===== config.mk =====
export PLATFORM = sky130hd
export DESIGN_NAME = alu_seq
export DESIGN_NICKNAME = d
export VERILOG_FILES = /design/src/rtl/alu_seq.sv
export SDC_FILE = /design/constraint.sdc
export NUM_CORES = 1
export LEC_CHECK = 0
export ABC_AREA = 0
export BUFFER_PORTS_ARGS = -buffer_cell sky130_fd_sc_hd__buf_2
export CORE_UTILIZATION = 50
export CTS_BUF_LIST = sky130_fd_sc_hd__clkbuf_2
export CTS_CLUSTER_DIAMETER = 80
export DETAILED_ROUTE_END_ITERATION = 16
export PLACE_DENSITY = 0.69
export RECOVER_POWER = 100
export REMOVE_ABC_BUFFERS = 1
export SYNTH_ARGS = -nofsm -noshare
export SYNTH_HDL_FRONTEND = slang
export SYNTH_SLANG_ARGS = --single-unit

===== constraint.sdc =====
create_clock -name clk -period 6.5 [get_ports clk]
set_input_delay 0.975 -clock clk [delete_from_list [all_inputs] [get_ports clk]]
set_output_delay 0.975 -clock clk [all_outputs]
set_load 0.01 [all_outputs]

===== src/rtl/alu_seq.sv =====
// Multi-cycle MIPS ALU with valid/ready handshakes, iterative unsigned multiplier
// and an optional restoring divider (enabled by defining ALU_DIV_EN).
module alu_seq #(
  parameter int WIDTH = 32,
  parameter int CNT_W = $clog2(WIDTH) + 1
) (
  input  logic                 clk,
  input  logic                 rst,
  input  logic                 in_valid,
  output logic                 in_ready,
  input  logic [3:0]           op,
  input  logic [WIDTH-1:0]     a,
  input  logic [WIDTH-1:0]     b,
  output logic                 out_valid,
  input  logic                 out_ready,
  output logic [2*WIDTH-1:0]   result,
  output logic                 zero,
  output logic                 err
);

  localparam logic [3:0] OP_ADD  = 4'b0000;
  localparam logic [3:0] OP_SUB  = 4'b0001;
  localparam logic [3:0] OP_MULU = 4'b0010;
  localparam logic [3:0] OP_AND  = 4'b0011;
  localparam logic [3:0] OP_OR   = 4'b0100;
  localparam logic [3:0] OP_XOR  = 4'b0101;
  localparam logic [3:0] OP_SLT  = 4'b0110;
  localparam logic [3:0] OP_BEQ  = 4'b0111;
  localparam logic [3:0] OP_BNE  = 4'b1000;
  localparam logic [3:0] OP_SLTU = 4'b1001;
`ifdef ALU_DIV_EN
  localparam logic [3:0] OP_DIVU = 4'b1010;
`endif

  localparam logic [WIDTH-1:0]   HALF_ZERO = {WIDTH{1'b0}};
  localparam logic [2*WIDTH-1:0] FULL_ZERO = {(2*WIDTH){1'b0}};
  localparam logic [CNT_W-1:0]   CNT_INIT  = CNT_W'(WIDTH);
  localparam logic [CNT_W-1:0]   CNT_ONE   = CNT_W'(1);

  typedef enum logic [1:0] {
    S_IDLE = 2'b00,
    S_BUSY = 2'b01,
    S_DONE = 2'b10
  } state_t;

  state_t               state_r;
  logic [CNT_W-1:0]     count_r;
  logic [2*WIDTH-1:0]   acc_r;
  logic [WIDTH-1:0]     a_r;
  logic [2*WIDTH-1:0]   result_r;
  logic                 zero_r;
  logic                 err_r;
  logic                 out_valid_r;

  logic                 xfer_s;
  logic                 is_multi_s;
  logic [2*WIDTH-1:0]   sc_result_s;
  logic                 sc_zero_s;
  logic                 sc_err_s;
  logic [2*WIDTH-1:0]   acc_init_s;
  logic [WIDTH:0]       mul_sum_s;
  logic [2*WIDTH-1:0]   step_next_s;

`ifdef ALU_DIV_EN
  logic                 div_r;
  logic [WIDTH-1:0]     b_r;
  logic [WIDTH:0]       div_sh_s;
  logic                 div_ge_s;
  logic [WIDTH-1:0]     div_rem_s;
`endif

  assign in_ready  = (state_r == S_IDLE) | ((state_r == S_DONE) & out_ready);
  assign xfer_s    = in_valid & in_ready;
  assign out_valid = out_valid_r;
  assign result    = result_r;
  assign zero      = zero_r;
  assign err       = err_r;

  // Decode the request: single-cycle result/flags, or flag a multi-cycle op.
  always_comb begin
    sc_result_s = FULL_ZERO;
    sc_err_s    = 1'b0;
    is_multi_s  = 1'b0;
    case (op)
      OP_ADD:  sc_result_s = {HALF_ZERO, a + b};
      OP_SUB:  sc_result_s = {HALF_ZERO, a - b};
      OP_AND:  sc_result_s = {HALF_ZERO, a & b};
      OP_OR:   sc_result_s = {HALF_ZERO, a | b};
      OP_XOR:  sc_result_s = {HALF_ZERO, a ^ b};
      OP_SLT:  sc_result_s = {{(2*WIDTH-1){1'b0}}, ($signed(a) < $signed(b))};
      OP_SLTU: sc_result_s = {{(2*WIDTH-1){1'b0}}, (a < b)};
      OP_BEQ:  sc_result_s = FULL_ZERO;
      OP_BNE:  sc_result_s = FULL_ZERO;
      OP_MULU: is_multi_s  = 1'b1;
`ifdef ALU_DIV_EN
      OP_DIVU: is_multi_s  = 1'b1;
`endif
      default: sc_err_s    = 1'b1;
    endcase
    if (op == OP_BEQ) begin
      sc_zero_s = (a == b);
    end else if (op == OP_BNE) begin
      sc_zero_s = (a != b);
    end else if (sc_err_s) begin
      sc_zero_s = 1'b0;
    end else begin
      sc_zero_s = (sc_result_s == FULL_ZERO);
    end
  end

  // Iteration datapath: acc holds {partial product, remaining multiplier}
  // for MULU, or {partial remainder, dividend/quotient bits} for DIVU.
  always_comb begin
    mul_sum_s   = {1'b0, acc_r[2*WIDTH-1:WIDTH]} + {1'b0, (acc_r[0] ? a_r : HALF_ZERO)};
    step_next_s = {mul_sum_s, acc_r[WIDTH-1:1]};
    acc_init_s  = {HALF_ZERO, b};
`ifdef ALU_DIV_EN
    div_sh_s  = {acc_r[2*WIDTH-1:WIDTH], acc_r[WIDTH-1]};
    div_ge_s  = (div_sh_s >= {1'b0, b_r});
    div_rem_s = div_ge_s ? (div_sh_s[WIDTH-1:0] - b_r) : div_sh_s[WIDTH-1:0];
    if (div_r) begin
      step_next_s = {div_rem_s, acc_r[WIDTH-2:0], div_ge_s};
    end else begin
      step_next_s = {mul_sum_s, acc_r[WIDTH-1:1]};
    end
    if (op == OP_DIVU) begin
      acc_init_s = {HALF_ZERO, a};
    end else begin
      acc_init_s = {HALF_ZERO, b};
    end
`endif
  end

  // Control FSM with registered result, flags and out_valid.
  always_ff @(posedge clk) begin
    if (rst) begin
      state_r     <= S_IDLE;
      count_r     <= {CNT_W{1'b0}};
      acc_r       <= FULL_ZERO;
      a_r         <= HALF_ZERO;
      result_r    <= FULL_ZERO;
      zero_r      <= 1'b0;
      err_r       <= 1'b0;
      out_valid_r <= 1'b0;
`ifdef ALU_DIV_EN
      div_r       <= 1'b0;
      b_r         <= HALF_ZERO;
`endif
    end else if (xfer_s) begin
      if (is_multi_s) begin
        state_r     <= S_BUSY;
        count_r     <= CNT_INIT;
        acc_r       <= acc_init_s;
        a_r         <= a;
        out_valid_r <= 1'b0;
`ifdef ALU_DIV_EN
        div_r       <= (op == OP_DIVU);
        b_r         <= b;
`endif
      end else begin
        state_r     <= S_DONE;
        result_r    <= sc_result_s;
        zero_r      <= sc_zero_s;
        err_r       <= sc_err_s;
        out_valid_r <= 1'b1;
      end
    end else begin
      case (state_r)
        S_IDLE: begin
          state_r <= S_IDLE;
        end
        S_BUSY: begin
          if (count_r == {CNT_W{1'b0}}) begin
            state_r     <= S_DONE;
            result_r    <= acc_r;
            zero_r      <= (acc_r == FULL_ZERO);
            err_r       <= 1'b0;
            out_valid_r <= 1'b1;
          end else begin
            acc_r   <= step_next_s;
            count_r <= count_r - CNT_ONE;
          end
        end
        S_DONE: begin
          if (out_ready) begin
            state_r     <= S_IDLE;
            out_valid_r <= 1'b0;
          end else begin
            state_r <= S_DONE;
          end
        end
        default: begin
          state_r     <= S_IDLE;
          out_valid_r <= 1'b0;
        end
      endcase
    end
  end

endmodule


Yosys cells after proc, flatten, opt, wreduce, memory -nomap -nowiden
Cells that the tools add are included.

word-level totals
  bits in registers = 171
  logic and storage cells = 88

cells by class
  add/sub/neg operators = 4
  magnitude comparators = 2
  eq/ne operators = 19
  mux-type cells = 37
  bitwise logic cells = 6
  reduce and logical (&&, ||, !) cells = 12

operators with widths
  operator                                              number
  two-way mux 64 bit                                    8
  one-hot mux 32 bit (7 select lines)                   1
  logical NOT 64 bit                                    2
  < comparator 32 bit                                   2
  adder 32 x 32 -> 33 bit                               1
  adder 32 bit                                          1
  AND 32 bit                                            1
  equality test 32 bit                                  1
  two-way mux 32 bit                                    1
  != test 32 bit                                        1
  OR 32 bit                                             1
  subtractor 32 bit                                     1
  bitwise XOR 32 bit                                    1
  two-way mux 6 bit                                     4
  two-way mux 1 bit                                     17
  equality test 4 x 3 -> 1 bit (second input constant)  4
  OR reduction 10 bit                                   1
  AND reduction 3 bit                                   3
  equality test 4 x 2 -> 1 bit (second input constant)  2
  equality test 4 bit (second input constant)           2
  two-way mux 2 bit                                     4
  logical NOT 6 bit                                     1
  != test 2 bit (second input constant)                 3
  != test 3 bit (second input constant)                 2
  13 further kinds                                      15

Longest topological paths before layout
  depth after elaboration = 8
  depth in mapped cells = 15

Worst setup path after synthesis
OpenSTA, ideal clock, no wires.

  kind = input to register
  start = in b[2]
  end = reg zero_r, in the netlist zero
  library setup time = 84 ps
  arrival time = 4026 ps
  data required time = 6416 ps
  slack = 2390 ps
  cell stages on the path = 13
  path buffers = 0
  cells stage by stage = inv_1 > ha_1 > inv_1 > a211o_1 > a221o_1 > o211ai_1 > nand2_1 > a221oi_1 > mux2i_1 > a21oi_1 > or4_1 > nand4b_1 > o31ai_2

between the ends
  cells in the longest elaborated chain, start to end = 8
  elaborated cells between the ends (all ways) = 16

ends and longest elaborated chain
  what                                       RTL line  RTL
  from (decl)                                13        input logic [WIDTH-1:0] b,
  subtractor 32 bit (tied with other cells)  86        OP_SUB: sc_result_s = {HALF_ZERO, a - b};
  one-hot mux 32 bit (7 select lines)        84        case (op)
  logical NOT 64 bit                         107       sc_zero_s = (sc_result_s == FULL_ZERO);
  two-way mux 1 bit                          104       end else if (sc_err_s) begin
  two-way mux 1 bit                          102       end else if (op == OP_BNE) begin
  two-way mux 1 bit *                        100       if (op == OP_BEQ) begin
  two-way mux 1 bit *                        150       if (is_multi_s) begin
  two-way mux 1 bit *                        149       end else if (xfer_s) begin
  to (signal assigned)                       163       zero_r <= sc_zero_s;
  to (signal assigned)                       176       zero_r <= (acc_r == FULL_ZERO);
  to (decl)                                  51        logic zero_r;

Mark *: on every way between the ends. The rest lies on a longest branch, timed or not. The select of a mux whose other input is x is not followed.
A chain may end at the register's enable or synchronous reset.

Worst setup path in the final report
  start = reg state_r[0]
  end = reg result_r[21], in the netlist result[21]

between the ends
  cells in the longest elaborated chain, start to end = 6
  elaborated cells between the ends (all ways) = 11

ends and longest elaborated chain
  what                                                                  RTL line  RTL
  from (decl)                                                           46        state_t state_r;
  from (signal assigned)                                                137       state_r <= S_IDLE;
  from (signal assigned)                                                151       state_r <= S_BUSY;
  from (signal assigned)                                                161       state_r <= S_DONE;
  equality test 2 bit                                                   72        assign in_ready = (state_r == S_IDLE) | ((state_r == S_DONE) & out_ready);
  AND 1 bit                                                             72
  OR 1 bit                                                              72
  AND 1 bit                                                             73        assign xfer_s = in_valid & in_ready;
  != test 2 bit (no line) / nonzero test 2 bit (equally long branches)  -
  AND reduction 3 bit (no line)                                         -
  to (signal assigned)                                                  162       result_r <= sc_result_s;
  to (signal assigned)                                                  175       result_r <= acc_r;
  to (decl)                                                             50        logic [2*WIDTH-1:0] result_r;

Parallel ways exist; a longest one is shown, timed or not.

==> results.md <==
- Row cnt: 60
- Setup tns final: 0 ns
- Min Tclk post-route: 5.44 ns
- Most instantiated library cell after synthesis: a21oi_1
- Fin crit share: 83.6%
- Final setup margin: around 1.1 ns
- Grt ovf: 0
- CP Data Arrival Time: 6.18 ns
- CP max FO: 41
- Initial antenna violation count: 5
- Estimated wirelength of the detail-placed design: 37.1 mm
- Num ports: 140
- Global-route wire length before repair: approximately 80 mm
- CP Data Required Time: 7.24 ns
- Synth area leaders: dfxtp_1 24%, ha_1 13%, a21oi_1 7.8%
- EDFF count, synth: 0
- Violations in the final reports: capacitance limit, slew limit
- Final-report max-slew violation count: 126
- Crit start category: flip-flop
- Status: finished with violations
- Fmax: 184 MHz
- Pre-CTS setup slack: 1.63 ns
- Yosys Warn Count: 0
- Worst path top cell family by delay: simple AND/OR/NAND/NOR gates
- Placed cells: between 2000 and 2500
- Final hold slack: ~0.44 ns
- Hold Vio Cnt, Final: 0
- Die Wd: 169 um
- # hold bufs at CTS: 0
- Iteration count of the initial detailed-routing pass: 6
- Syn-to-layout area delta: 7.29%
- Worst path bufs/invs: 3
- Total routed wirelength: 51.0 mm
- Top post-synthesis cells by count: 219 x a21oi_1, 214 x nor2_1, 198 x nand2_1
- Buffers on Ports: around 140
- GRT Util Overall: between 30% and 40%
- Cell breakdown of the critical path: inv_1, ha_1, a21o_1, nand2_1, nor2_1, clkbuf_1, nor2_1, clkbuf_2, a22oi_1, o21a_1, nor2_1
- Hold Path Class: in -> reg
- H-tree levels: 4
- Starting Density: 51.5%
- Die height: 169 um
- Worst-Margin Slew: 3.45 ns
- # nets final: 2186
- VDD IR max: 98.6 uV
- Ys async rst share: 0%
- Post-Layout Cell Count: 2357
- Netlist cell types: 83
- Top-area cell type share of the netlist area: between 20% and 30%
- Synth Area per Inst: ~7.3 um^2
- Vias in the first global route: 13873
- Main flop type after synthesis: dfxtp_1
- Clock-pin transition on the worst setup and hold timing paths: approximately 0.33 ns
- Leakage power figure: 6.19 nW
- Pin count of the biggest net entering global routing: 103
- Worst Setup Path Type: reg -> reg
- Max stage delay on crit path: 1.93 ns
- Skew-Pair Late Insertion Delay: a little under 0.8 ns
- Post_cts resized: 0
- Share of layout cells above drive strength 1: 7.41%
- Seq/Total Area, Yosys: 24.5%
- Cell mode on critical path: nor2_1
- Routed vias/inst: about 6.4
- Slowest CP cell: nor2_1
- Max-Cap Viols: 3
- Area leader, netlist: dfxtp_1
- Clk root buf: clkbuf_2
- Die ar.: 28700 um^2
- FF+latch count, synth: 171
- TritonCTS Buffers: 17
- DR WL/cell: 21.6 um
- DRC viols: 0
- Remaining antenna violation count after routing: 0
- Worst slew margin: -130%
- Deepest clock path buffer count: 2
- Power density over the cells: 160 nW/um^2
- Clk_skew: 0.0583 ns
- Critical Path End Type: flip-flop
- RD Place Congestion: 1.02
- Post-CTS Setup Bufs: 0
- DR vias: 15146
- Syn Std Cell Area: 14000 um^2
- 1st-iter DRT viols: 1836
- Unrepaired setup endpoints after global routing: no
- Mapped Cells: 1914
- Clk sinks: 171
- Core Region: 27200 um^2
- Final setup vio count: 0
- CTS tree: yes
[where the power goes]
| group | switching (W) | internal (W) |
|---|---|---|
| Combinational | 0.000472 | 0.000227 |
| Sequential | 0.0000159 | 0.00107 |
| Clock | 0.000485 | 0.000125 |
| Total | 0.000973 | 0.00143 |
[final cells by class]
class	instances	area (um^2)
Antenna cell	2	5.00
Sequential cell	171	3420
Timing Repair Buffer	156	747
Tap cell	372	465
Fill cell	2771	12200
Clock inverter	14	144
Clock buffer	17	85.1
Multi-Input combinational cell	1512	9720
Inverter	113	424
[kinds of logic (layout without fill, tap and decap cells)]
group	count (synthesis)	count (layout)	synth area share, %
buf+inv	231	300	6.27
fa+ha+maj	143	143	12.9
compound gates	637	637	30.3
simple gates	691	691	23.4
xor+xnor	33	33	2.07
mux	8	8	0.581
flops	171	171	24.5
other cells	0	2	0
[layer usage]
| metal | part of all wire (%) | up-vias | global-route usage (%) | routed length (um) |
|---|---|---|---|---|
| met5 | 0.078 | - | 0 | 40 |
| met4 | 2.8 | 6 | 11.5 | 1420 |
| met3 | 9.2 | 111 | 5.85 | 4680 |
| met2 | 44 | 721 | 55.3 | 22500 |
| met1 | 44 | 7248 | 48.4 | 22400 |
| li1 | - | 7060 | - | - |
[state kept, by name, indices dropped and copies added (netlist names)]
| register | count |
|---|---|
| a_r | 32 |
| acc_r | 64 |
| count_r | 6 |
| zero | 1 |
| state_r | 2 |
| out_valid | 1 |
| result | 64 |
| err | 1 |
[stage by stage]
| step | cell area [um^2] | power, W | util, % |
|---|---|---|---|
| after global placement | 14900 | 0.00178 | 54.8 |
| after detailed placement | 14900 | 0.00178 | 54.8 |
| final | 15000 | 0.00240 | 55.2 |
| after floorplan | 13500 | 0.00153 | - |
| after CTS | 15100 | 0.00239 | 55.7 |
| after global routing | 15000 | 0.00251 | 55.2 |
[placed cells by master (no fill, tap or decap), types with 19 or more instances in the layout]
cell and n:
nand3_1 38, nor4_1 33, a21oi_1 219, dfxtp_1 171, clkbuf_1 70, and2_1 39, a22oi_1 108, inv_1 112
buf_2 70, ha_1 140, o31ai_1 19, a221oi_1 20, nor2_1 213, nor3_1 48, o21ai_0 65, o211ai_1 21
a21o_1 29, nand2_1 198, xnor2_1 20
[path summary, 6_finish.rpt]
check | cells past startpoint | startpoint | to | slack (ns)
worst max-delay path | 11 | state_r[0] | result[21] | 1.06
worst min-delay path | 3 | a[3] | a_r[3] | 0.44
worst max register to register | 11 | state_r[0] | result[21] | 1.06
worst min register to register | 2 | a_r[20] | a_r[20] | 0.47
[tightest hold or removal path, delay by kind of cell]
family,cells,cell delay (ns)
AND/OR/NAND/NOR,1,0.06
AO/OA/AOI/OAI,1,0.05
buffers and inverters,1,0.13
Power figures use the tool's default switching activity.
